`config.mk`:
```
export PLATFORM = sky130hd
export DESIGN_NAME = exec_sequencer
export DESIGN_NICKNAME = d
export VERILOG_FILES = /design/src/rtl/exec_seq_pkg.sv /design/src/rtl/exec_sequencer_instr_classifier.sv /design/src/rtl/exec_sequencer.sv
export SDC_FILE = /design/constraint.sdc
export NUM_CORES = 1
export LEC_CHECK = 0
export CORE_ASPECT_RATIO = 1.75
export CORE_MARGIN = 5
export CORE_UTILIZATION = 40
export CTS_CLUSTER_SIZE = 28
export DETAILED_ROUTE_END_ITERATION = 8
export DONT_BUFFER_PORTS = 1
export GPL_TIMING_DRIVEN = 1
export HOLD_SLACK_MARGIN = 0.12
export PLACE_DENSITY = 0.64
export SYNTH_ARGS = -nofsm -noshare
export SYNTH_HDL_FRONTEND = slang
export SYNTH_SLANG_ARGS = --single-unit
```
`constraint.sdc`:
```
create_clock -name clk -period 5.9 [get_ports clk]
set_input_delay 1.18 -clock clk [delete_from_list [all_inputs] [get_ports clk]]
set_output_delay 1.18 -clock clk [all_outputs]
set_load 0.005 [all_outputs]
```
`src/rtl/exec_seq_pkg.sv`:
```
// Shared types and opcode constants for the multi-cycle LEGv8 execute sequencer.
package exec_seq_pkg;

    typedef enum logic [2:0] {
        S_IDLE,
        S_FETCH,
        S_DECODE,
        S_EXEC,
        S_MEM,
        S_WB,
        S_HALT
    } state_t;

    typedef enum logic [2:0] {
        IC_RTYPE,
        IC_LD,
        IC_ST,
        IC_CBZ,
        IC_B,
        IC_ILL
    } iclass_t;

    localparam logic [10:0] OP_ADD  = 11'b10001011000;
    localparam logic [10:0] OP_SUB  = 11'b11001011000;
    localparam logic [10:0] OP_AND  = 11'b10001010000;
    localparam logic [10:0] OP_ORR  = 11'b10101010000;
    localparam logic [10:0] OP_LDUR = 11'b11111000010;
    localparam logic [10:0] OP_STUR = 11'b11111000000;

    // CBZ and B carry register/offset bits in the low opcode field, so they match by mask.
    localparam logic [10:0] OP_CBZ      = 11'b10110100000;
    localparam logic [10:0] OP_CBZ_MASK = 11'b11111111000;
    localparam logic [10:0] OP_B        = 11'b00010100000;
    localparam logic [10:0] OP_B_MASK   = 11'b11111100000;

    localparam logic [1:0] ALU_OP_ADD   = 2'b00;
    localparam logic [1:0] ALU_OP_PASSB = 2'b01;
    localparam logic [1:0] ALU_OP_RTYPE = 2'b10;

    function automatic logic op_match(input logic [10:0] op,
                                      input logic [10:0] val,
                                      input logic [10:0] mask);
        return (op & mask) == val;
    endfunction

endpackage

```
`src/rtl/exec_sequencer_instr_classifier.sv`:
```
// Combinational opcode decoder: maps the 11-bit opcode field to an instruction class.
module instr_classifier
    import exec_seq_pkg::*;
(
    input  logic [10:0] opcode,
    output iclass_t     iclass
);

    always_comb begin
        iclass = IC_ILL;
        if (opcode == OP_ADD || opcode == OP_SUB || opcode == OP_AND || opcode == OP_ORR) begin
            iclass = IC_RTYPE;
        end else if (opcode == OP_LDUR) begin
            iclass = IC_LD;
        end else if (opcode == OP_STUR) begin
            iclass = IC_ST;
        end else if (op_match(opcode, OP_CBZ, OP_CBZ_MASK)) begin
            iclass = IC_CBZ;
        end else if (op_match(opcode, OP_B, OP_B_MASK)) begin
            iclass = IC_B;
        end
    end

endmodule

```
`src/rtl/exec_sequencer.sv`:
```
// Multi-cycle control FSM driving fetch, execute, memory and writeback enables,
// with run/halt handshake, bus-wait timeout and a retired-instruction counter.
module exec_sequencer
    import exec_seq_pkg::*;
#(
    parameter int WAIT_LIMIT = 16,
    parameter int CNT_W      = 32
) (
    input  logic             clk,
    input  logic             reset,
    input  logic             run,
    input  logic [10:0]      opcode,
    input  logic             zero,
    input  logic             if_ready,
    input  logic             mem_ready,
    output logic             if_req,
    output logic             ir_write,
    output logic [1:0]       alu_op,
    output logic             alu_src,
    output logic             mem_req,
    output logic             mem_we,
    output logic             mem_to_reg,
    output logic             reg_write,
    output logic             pc_write,
    output logic             pc_src,
    output logic             busy,
    output logic             illegal,
    output logic             bus_error,
    output logic [CNT_W-1:0] instr_retired
);

    localparam int WCNT_W = $clog2(WAIT_LIMIT + 1);
    // Wait count value at the start of the last allowed non-ready cycle.
    localparam logic [WCNT_W-1:0] WAIT_LAST = WCNT_W'(WAIT_LIMIT - 1);

    state_t            state_q, state_d;
    iclass_t           class_q, class_d;
    iclass_t           dec_class;
    logic [WCNT_W-1:0] wait_q, wait_d;
    logic              illegal_q, illegal_d;
    logic              bus_error_q, bus_error_d;
    logic [CNT_W-1:0]  retired_q, retired_d;
    logic              retire;
    logic              wait_last;

    instr_classifier u_classifier (
        .opcode (opcode),
        .iclass (dec_class)
    );

    assign wait_last     = (wait_q == WAIT_LAST);
    assign illegal       = illegal_q;
    assign bus_error     = bus_error_q;
    assign instr_retired = retired_q;
    assign busy          = (state_q != S_IDLE) && (state_q != S_HALT);

    always_comb begin
        state_d     = state_q;
        class_d     = class_q;
        wait_d      = '0;
        illegal_d   = illegal_q;
        bus_error_d = bus_error_q;
        retired_d   = retired_q;
        retire      = 1'b0;
        if_req      = 1'b0;
        ir_write    = 1'b0;
        alu_op      = ALU_OP_ADD;
        alu_src     = 1'b0;
        mem_req     = 1'b0;
        mem_we      = 1'b0;
        mem_to_reg  = 1'b0;
        reg_write   = 1'b0;
        pc_write    = 1'b0;
        pc_src      = 1'b0;

        case (state_q)
            S_IDLE: begin
                if (run) state_d = S_FETCH;
            end
            S_FETCH: begin
                if_req = 1'b1;
                if (if_ready) begin
                    ir_write = 1'b1;
                    state_d  = S_DECODE;
                end else if (wait_last) begin
                    bus_error_d = 1'b1;
                    state_d     = S_HALT;
                end else begin
                    wait_d = wait_q + WCNT_W'(1);
                end
            end
            S_DECODE: begin
                class_d = dec_class;
                if (dec_class == IC_ILL) begin
                    illegal_d = 1'b1;
                    state_d   = S_HALT;
                end else begin
                    state_d = S_EXEC;
                end
            end
            S_EXEC: begin
                case (class_q)
                    IC_RTYPE: begin
                        alu_op  = ALU_OP_RTYPE;
                        state_d = S_WB;
                    end
                    IC_LD, IC_ST: begin
                        alu_op  = ALU_OP_ADD;
                        alu_src = 1'b1;
                        state_d = S_MEM;
                    end
                    IC_CBZ: begin
                        alu_op   = ALU_OP_PASSB;
                        pc_write = 1'b1;
                        pc_src   = zero;
                        retire   = 1'b1;
                    end
                    IC_B: begin
                        pc_write = 1'b1;
                        pc_src   = 1'b1;
                        retire   = 1'b1;
                    end
                    default: state_d = S_HALT;
                endcase
            end
            S_MEM: begin
                mem_req = 1'b1;
                mem_we  = (class_q == IC_ST);
                alu_op  = ALU_OP_ADD;
                alu_src = 1'b1;
                // A ready arriving on the last allowed cycle still completes the access.
                if (mem_ready) begin
                    if (class_q == IC_ST) begin
                        pc_write = 1'b1;
                        retire   = 1'b1;
                    end else begin
                        state_d = S_WB;
                    end
                end else if (wait_last) begin
                    bus_error_d = 1'b1;
                    state_d     = S_HALT;
                end else begin
                    wait_d = wait_q + WCNT_W'(1);
                end
            end
            S_WB: begin
                reg_write  = 1'b1;
                mem_to_reg = (class_q == IC_LD);
                pc_write   = 1'b1;
                retire     = 1'b1;
            end
            S_HALT: begin
            end
            default: state_d = S_IDLE;
        endcase

        if (retire) begin
            retired_d = retired_q + CNT_W'(1);
            state_d   = run ? S_FETCH : S_IDLE;
        end
    end

    always_ff @(posedge clk) begin
        if (reset) begin
            state_q     <= S_IDLE;
            class_q     <= IC_ILL;
            wait_q      <= '0;
            illegal_q   <= 1'b0;
            bus_error_q <= 1'b0;
            retired_q   <= '0;
        end else begin
            state_q     <= state_d;
            class_q     <= class_d;
            wait_q      <= wait_d;
            illegal_q   <= illegal_d;
            bus_error_q <= bus_error_d;
            retired_q   <= retired_d;
        end
    end

endmodule

```
==> impl_summary.md, run 1 <==
Logic synthesis
The share of synthesized area in the top cell type comes to 36.1%. The synthesized netlist devotes 1.00% of its cell area to adder and majority cells. The gate count after technology mapping is 305.

Of the synthesized area, sequential elements account for 36.1%. The most frequent cell after synthesis is dfxtp_1. Summing every instance area after synthesis gives 2500 um^2. After synthesis, the largest family of logic cells by area is simple AND/OR/NAND/NOR gates. The most used flip-flop cell after synthesis is dfxtp_1. The unique cell type count in the Yosys netlist is 54. The area fraction in and, or, nand and nor cells after synthesis is 28.9%.

The fraction of synthesized cell area in xor and xnor cells is 9.47%. The mux contribution to synthesized area is 0.451%. The number of nets in the synthesized netlist is 324. Synthesis inferred 45 register bits. By count the netlist is led by dfxtp_1, nor2_1, xnor2_1. The fraction of synthesis flops using an asynchronous set or reset pin is 0%. The average instance area after synthesis is 8.18 um^2.

The synthesized design spends more area on one cell type than any other, namely dfxtp_1. Sorting the synthesized cells by area gives the leading types as dfxtp_1, xnor2_1, nor2_1. The synthesized netlist devotes 19.5% of its cell area to compound gates.

Yosys printed 0 warnings. The number of flops mapped to enable cells by yosys is 0.

Detailed routing
The first detailed-routing pass took 4 iterations. The count of nets left with antenna violations once routing finished came out at 0. The count of vias placed by the detailed router is 2,210.

The first routing iteration left 109 violations. The final routed wirelength across all metal layers is 6180 um. For this run, design rule violations remaining after detail routing come to 0. The average via count per standard cell is 5.88.

Dividing the detail-routed wire length by the instance count gives 16.4 um.

Critical path
For this run, the slowest stage of the critical path takes 0.64 ns. The worst reg2reg path startpoint is state_q[0]$_SDFFE_PP0P_. The kind of critical path is reg2out. The reg2reg setup slack is 3.44 ns.

The endpoint class of the critical path is an output pin. The critical path goes through nand3b_1 > a21o_1 > nand2_1. The top fanout value on the critical path is 25.

The data required time at the worst endpoint is 4.72 ns. The data arrival time at the worst-slack endpoint is 2.16 ns. In this run the critical register-to-register path is captured at instr_retired[27]$_SDFFE_PP0P_. The worst setup path is launched from a register. The depth of the worst register-to-register path is 5. The slowest stage of the critical path is the a21o_1 cell.

Placement
In this run the tool buffered the top-level ports with 0 buffer cells. The total placed instance area is 2520 um^2. Once placement completed, the tool counted placed cells totaling 368. Routability-driven placement finished with a final weighted congestion of 0.874. Detailed placement finished with a half-perimeter wire length of 4580 um.

Finish
From synthesis to final layout, the design area changed by 4.46%. The number of fillers in the final layout is 640. The repair_antennas step left the layout with diodes totalling 0. The post-route netlist has 7.43% of its cells at a drive strength greater than 1. The multi-input combinational cells in the finished layout cover a total of 1480 um^2.

After the last flow step, the layout net total stands at 314. The final design area excluding fillers is 2610 um^2. The finished layout holds 376 standard cells, fillers aside. The area of all sequential standard cells is 901 um^2.

Power
Sequential cells account for 59.1% of the total power. The clock power share is 36.6%. Per report_power, the combinational group accounts for 4.3% of the total.

Summed over all cells, the static leakage comes to 0.000808 uW. The internal portion of the total power is 398 uW. The areal power density over the cells is 201 nW/um^2. The switching component of the power is 126 uW. The switching portion of total power is 24.1%. The worst-case IR drop observed on VDD is 0.130 mV.

STA
The total count of hold-check failures in the final report is 0. The final hold slack is 0.447 ns. Setup total negative slack on the finished layout was measured at 0 ns. The post-route clock period utilization is 56.6%. Counting I/O delays and the setup requirement, the final critical path takes 3.34 ns. Setup violations remaining at the end of the flow were counted as 0. The total count of max-transition violations in the final report is 0.

The worst-margin pin slew is 0.792 ns. Setup repair after global routing left no endpoint under its margin. For this run, the top clock speed supported by timing is 300 MHz. Between clock sinks in the finished design, the worst skew comes to 0.00828 ns. The tightest slew margin relative to the limit is 47.2%.

Floorplan
Pin placement for this block handled 63 I/O pins. From bottom edge to top edge, the die measures 115 um. The width of the die is 69.7 um. The starting utilization of the core area is 40.7%. After floorplanning, the core was sized to cover 6130 um^2. The die footprint is 7980 um^2.

Row generation in the floorplan step produced 38 rows.

Global route
The via count of the first global-routing pass came to 2,047. The wire length of the first global-routing pass is 10,100 um. The largest net degree at the start of global routing is 40. The initial antenna violation count is 0. Global routing consumed, over all layers together, 15.7% of the routing resources. The leftover overflow at the end of global routing is 0.

Worst hold path
The startpoint of the lowest-slack hold path is wait_q[0]$_SDFF_PP0_. The path category of the worst min-delay check is reg2reg. The path with the worst hold slack has its endpoint at wait_q[0]$_SDFF_PP0_. The instance count along the most critical hold path is 1.

Run
The max-capacitance violation count is 0.

Clocking
The number of buffers created by CTS is 5. The number of setup buffers added after CTS is 0. The clock tree synthesis step divided the H-tree into 2 levels. After clock tree synthesis, the repair step resized 0 gates.

The cell sitting at the root of the clock tree is a clkbuf_8. TritonCTS built the clock tree. Clock-pin slew was measured on the worst setup and hold paths at 0.09 ns.

The tree built by TritonCTS fans out to 45 sinks. The deepest clock path buffer count is 2. In this run, post-CTS hold repair placed 0 buffers. For the worst-skew pair, the clock arrives at the later sink with an insertion delay of 0.31 ns.

Status
The flow ran to the end, and the final reports show no timing, DRC or antenna violations.
worst max-delay path by stage:
stage                                       start  cells after the start       end
after floorplan                         mem_ready                      4  pc_write
after global placement                  mem_ready                      4  pc_write
after detailed placement                mem_ready                      4  pc_write
after CTS                 state_q[2]$_SDFFE_PP0P_                      3  pc_write
after global routing      state_q[2]$_SDFFE_PP0P_                      3  pc_write
final                     state_q[2]$_SDFFE_PP0P_                      3  pc_write
metrics by stage:
| step | setup slack (ns) | power (uW) | util (%) |
|---|---|---|---|
| after detailed placement | 2.77 | 339 | 41.2 |
| after global routing | 2.38 | 546 | 42.5 |
| after floorplan | 2.79 | 338 | - |
| final | 2.56 | 524 | 42.5 |
| after global placement | 2.79 | 339 | 41.2 |
| after CTS | 2.58 | 531 | 42.5 |
state kept, by name, summed over array words and instances (netlist names):
register	flops
state_q	3
wait_q	5
illegal	1
bus_error	1
class_q	3
instr_retired	32
routing by layer:
metal	up-vias	track usage [%]	routed length [um]
li1	1083	-	-
met1	1042	16.5	2200
met2	73	28.3	3270
met3	12	5.36	541
met4	0	6.27	163
met5	-	0	0
layout make-up:
cell class | instances | area share [%]
clock inverter | 2 | 0.384
multi-input combinational | 233 | 56.9
sequential | 45 | 34.5
clock buffer | 6 | 2.78
timing repair buffer | 1 | 0.288
inverter | 9 | 1.30
tap | 80 | 3.84
layout by cell type (no fill, tap or decap), types with 2 or more instances in the layout:
master / netlist / layout
and4_2: 2 / 2
a21o_1: 4 / 4
and2_1: 3 / 3
xnor2_1: 23 / 23
o31ai_1: 4 / 4
dfxtp_1: 45 / 45
nand4_1: 7 / 7
nor3b_1: 4 / 4
inv_1: 9 / 9
nand2_1: 17 / 17
or3_1: 6 / 6
ha_1: 2 / 2
a2111oi_2: 2 / 2
a21oi_1: 22 / 22
nor3_1: 2 / 2
o211ai_1: 4 / 4
or4_1: 3 / 3
nand4b_1: 2 / 2
nand3b_1: 4 / 4
nor4b_1: 2 / 2
or2_2: 4 / 4
nor2b_1: 3 / 3
xor2_1: 4 / 4
o21ai_0: 12 / 12
nor2_1: 35 / 35
clkinv_2: 0 / 2
nand2b_1: 2 / 2
nand3_1: 18 / 18
or3b_2: 2 / 2
and3_1: 3 / 3
a211oi_1: 14 / 14
nor4_1: 3 / 3
clkbuf_8: 0 / 5
and4_1: 2 / 2
cell families (layout without fill, tap and decap cells):
family / after synthesis / after routing
simple gates: 130 / 130
compound gates: 73 / 73
flops: 45 / 45
xor+xnor: 27 / 27
buf+inv: 27 / 18
fa+ha+maj: 2 / 2
mux: 1 / 1
worst max-delay path: cells and delay by family (launching register included):
| family | cells | cell delay [ns] |
|---|---|---|
| AOI/OAI and AO/OA | 1 | 0.64 |
| DFF | 1 | 0.61 |
| and+or+nand+nor | 2 | 0.59 |
power by group through the flow:
stage               sequential (uW)  combinational, uW  clock, uW
floorplan                       314               24.5          0
global placement                316               22.7          0
detailed placement              317               22.5          0
CTS                             309               22.6        199
global route                    310               25.4        211
finish                          310               22.6        192
(Power assumes the default switching activity.)
==> inputs of run 2 (changes only) <==
Settings changed: PLACE_DENSITY 0.64 to 0.66.
Clock period 5.9 ns to 2.9 ns, I/O delays scaled along.
==> impl_summary.md, run 2 (synthesis gave the netlist of run 1 again) <==
Status
Outcome: complete, no violations (unchanged).

Detailed routing
The post-detailed-route DRC marker count came to 0 (unchanged). The count of vias placed by the detailed router came to 2,193 (was 2,210). The final routed wirelength across all metal layers is 6210 um (was 6180 um).

The average via count per standard cell is 5.79 (was 5.88). The number of nets with antenna violations after routing is 0 (unchanged). The number of design-rule violations left by the first detailed-router iteration was 70 (was 109).

The detailed-routing iteration count for the pre-antenna-repair pass is 4 (unchanged). The per-cell routed wire length is 16.4 um (about the same).

Finish
The number of flip-flops under the largest register name came to 32 (unchanged). The layout cell share with drive strength beyond 1 came to 7.69% (was 7.43%). The number of fillers in the final layout is 609 (was 640). The final design area excluding fillers is 2630 um^2 (was 2610 um^2).

The area of all sequential standard cells is 901 um^2 (unchanged). The area overhead of the layout relative to synthesis was 5.26% (was 4.46%). The final net count is 317 (was 314). The most common cell after layout, fill and taps aside is dfxtp_1 (unchanged). The final antenna diode count was 0 (unchanged). The area of combinational cells with multiple inputs is 1480 um^2 (unchanged). Commonest cells after routing, fill and taps aside: dfxtp_1, nor2_1, xnor2_1, a21oi_1, nand3_1 (unchanged).

Clocking
The later-pin clock latency in the skew report was 0.30 ns (was 0.31 ns). The clock transition at the registers of the reported paths is 0.07 ns (was 0.09 ns). The total number of clock tree sinks came to 45 (unchanged).

The CTS tree is built (unchanged). The clock tree root driver cell is clkbuf_8 (unchanged). The post-cts hold buffer count is 0 (unchanged).

The deepest clock path buffer count came to 2 (unchanged). The number of setup buffers added after CTS is 0 (unchanged). The depth of the CTS H-tree is 2 (unchanged).

The number of instances resized during post-cts repair is 0 (unchanged). The number of buffers created by CTS is 5 (unchanged).

Global route
The leftover overflow at the end of global routing is 0 (unchanged). The global router's overall resource usage is 15.8% (was 15.7%). The via count of the first global-routing pass is 2,091 (was 2,047).

The initial antenna violation count is 0 (unchanged). The largest net degree at the start of global routing is 40 (unchanged). The wire length of the first global-routing pass came to 10,000 um (was 10,100 um).

STA
Timing would allow up to 419 MHz. The tightest slew margin relative to the limit came to 59.1% (was 47.2%). After layout, the minimum clock period comes to 2.39 ns. The total count of max-transition violations in the final report was 0 (unchanged). The post-route setup TNS was 0 ns (unchanged).

The final critical path takes up 82.3% of the cycle. The count of endpoints failing setup in the final report is 0 (unchanged). The clock skew after layout is 0.00809 ns (was 0.00828 ns). The worst-margin pin slew is 0.612 ns (was 0.792 ns).

The total count of hold-check failures in the final report is 0 (unchanged). Unrepaired setup endpoints after global routing: no (unchanged).

Floorplan
The area of the placeable core was 6130 um^2 (unchanged). The number of cell rows came to 38 (unchanged). The die footprint is 7980 um^2 (unchanged). The width of the die is 69.7 um (unchanged).

The top-level I/O count came to 63 (unchanged). The starting utilization of the core area came to 40.7% (unchanged). The die height is 115 um (unchanged).

Placement
The count of input and output buffers is 0 (unchanged). The placer's final routability congestion estimate is 0.870 (was 0.874). The total placed instance area is 2550 um^2 (was 2520 um^2). The placed wire-length estimate is 4690 um (was 4580 um).

Critical path
The worst flop-to-flop path endpoint is instr_retired[27]$_SDFFE_PP0P_ (unchanged). The data arrival time at the worst-slack endpoint is 1.81 ns (was 2.16 ns). The endpoint class of the critical path is an output pin (unchanged). The top fanout value on the critical path is 16 (was 25). The depth of the worst register-to-register path is 5 (unchanged). The data required time at the worst endpoint came to 2.32 ns (was 4.72 ns). The launch point of the critical path is state_q[2]$_SDFFE_PP0P_ (unchanged). The worst setup path endpoint is pc_write (unchanged). The kind of launch point of the worst setup path is a register (unchanged). The worst reg2reg path startpoint is state_q[2]$_SDFFE_PP0P_ (was state_q[0]$_SDFFE_PP0P_). The reg2reg setup slack was 0.61 ns (was 3.44 ns). The kind of critical path is reg2out (unchanged).

Power
The switching portion of total power was 23.0% (was 24.1%). The relative contribution of sequential cells to total power came to 59.5% (was 59.1%). The overall power consumption is 1060 uW (was 524 uW).

The areal power density over the cells was 402 nW/um^2 (was 201 nW/um^2). The worst ir drop on vdd was 0.334 mV (was 0.130 mV). The cell-internal power is 814 uW (was 398 uW). The static power due to leakage came to 0.000817 uW (was 0.000808 uW). The combinational share of power is 4.3% (about the same). The clock power share is 36.2% (was 36.6%). The switching component of the power came to 244 uW (was 126 uW).

Worst hold path
The startpoint of the lowest-slack hold path is reset (was wait_q[0]$_SDFF_PP0_). The path category of the worst min-delay check is in2reg (was reg2reg).

Run
The max-capacitance violation count was 0 (unchanged).
## run 2: routing by layer
layer | vias up | global-route usage (%) | wire length, um
met5 | - | 0 | 0
met4 | 0 | 8.31 | 178
met3 | 15 | 6.50 | 496
met2 | 66 | 28.6 | 3280
met1 | 1025 | 15.0 | 2260
li1 | 1087 | - | -
## run 2: worst max-delay path: stages (launching register included)
cell	delay [ns]
dfxtp_1	0.58
nand4bb_1	0.26
o31a_1	0.41
nand2_1	0.26
## run 2: cell type report
cell class	instances	area share, %
flip-flops and latches	45	34.3
multi-input cells	233	56.4
well taps	80	3.81
repair buffers	4	1.14
inverters	9	1.29
clock buffers	8	3.05
## run 2: worst min path at each step
stage	endpoint	slack (ns)	cells past startpoint
2_1_floorplan	wait_q[0]$_SDFF_PP0_	0.42	1
3_3_place_gp	wait_q[0]$_SDFF_PP0_	0.43	1
3_5_place_dp	wait_q[0]$_SDFF_PP0_	0.44	1
4_1_cts	class_q[1]$_SDFFE_PP0P_	0.32	1
5_1_grt	instr_retired[0]$_SDFFE_PP0P_	0.31	1
6_report	bus_error$_SDFFE_PP0P_	0.34	1
## run 2: per-stage QoR
| step | setup WS, ns | instances | utilization (%) | hold slack (ns) |
|---|---|---|---|---|
| final | 0.513 | 379 | 42.8 | 0.343 |
| after detailed placement | 0.639 | 371 | 41.5 | 0.441 |
| after global placement | 0.678 | 371 | 41.5 | 0.428 |
| after global routing | 0.344 | 379 | 42.8 | 0.313 |
| after floorplan | 0.881 | 305 | - | 0.418 |
| after CTS | 0.509 | 379 | 42.8 | 0.324 |
## run 2: power by group through the flow
stage,Sequential (uW),Clock [uW],Combinational [uW]
floorplan,638,0,49.8
global placement,644,0,45.2
detailed placement,644,0,45.5
CTS,629,402,45.6
global route,630,425,51.9
finish,629,382,45.7
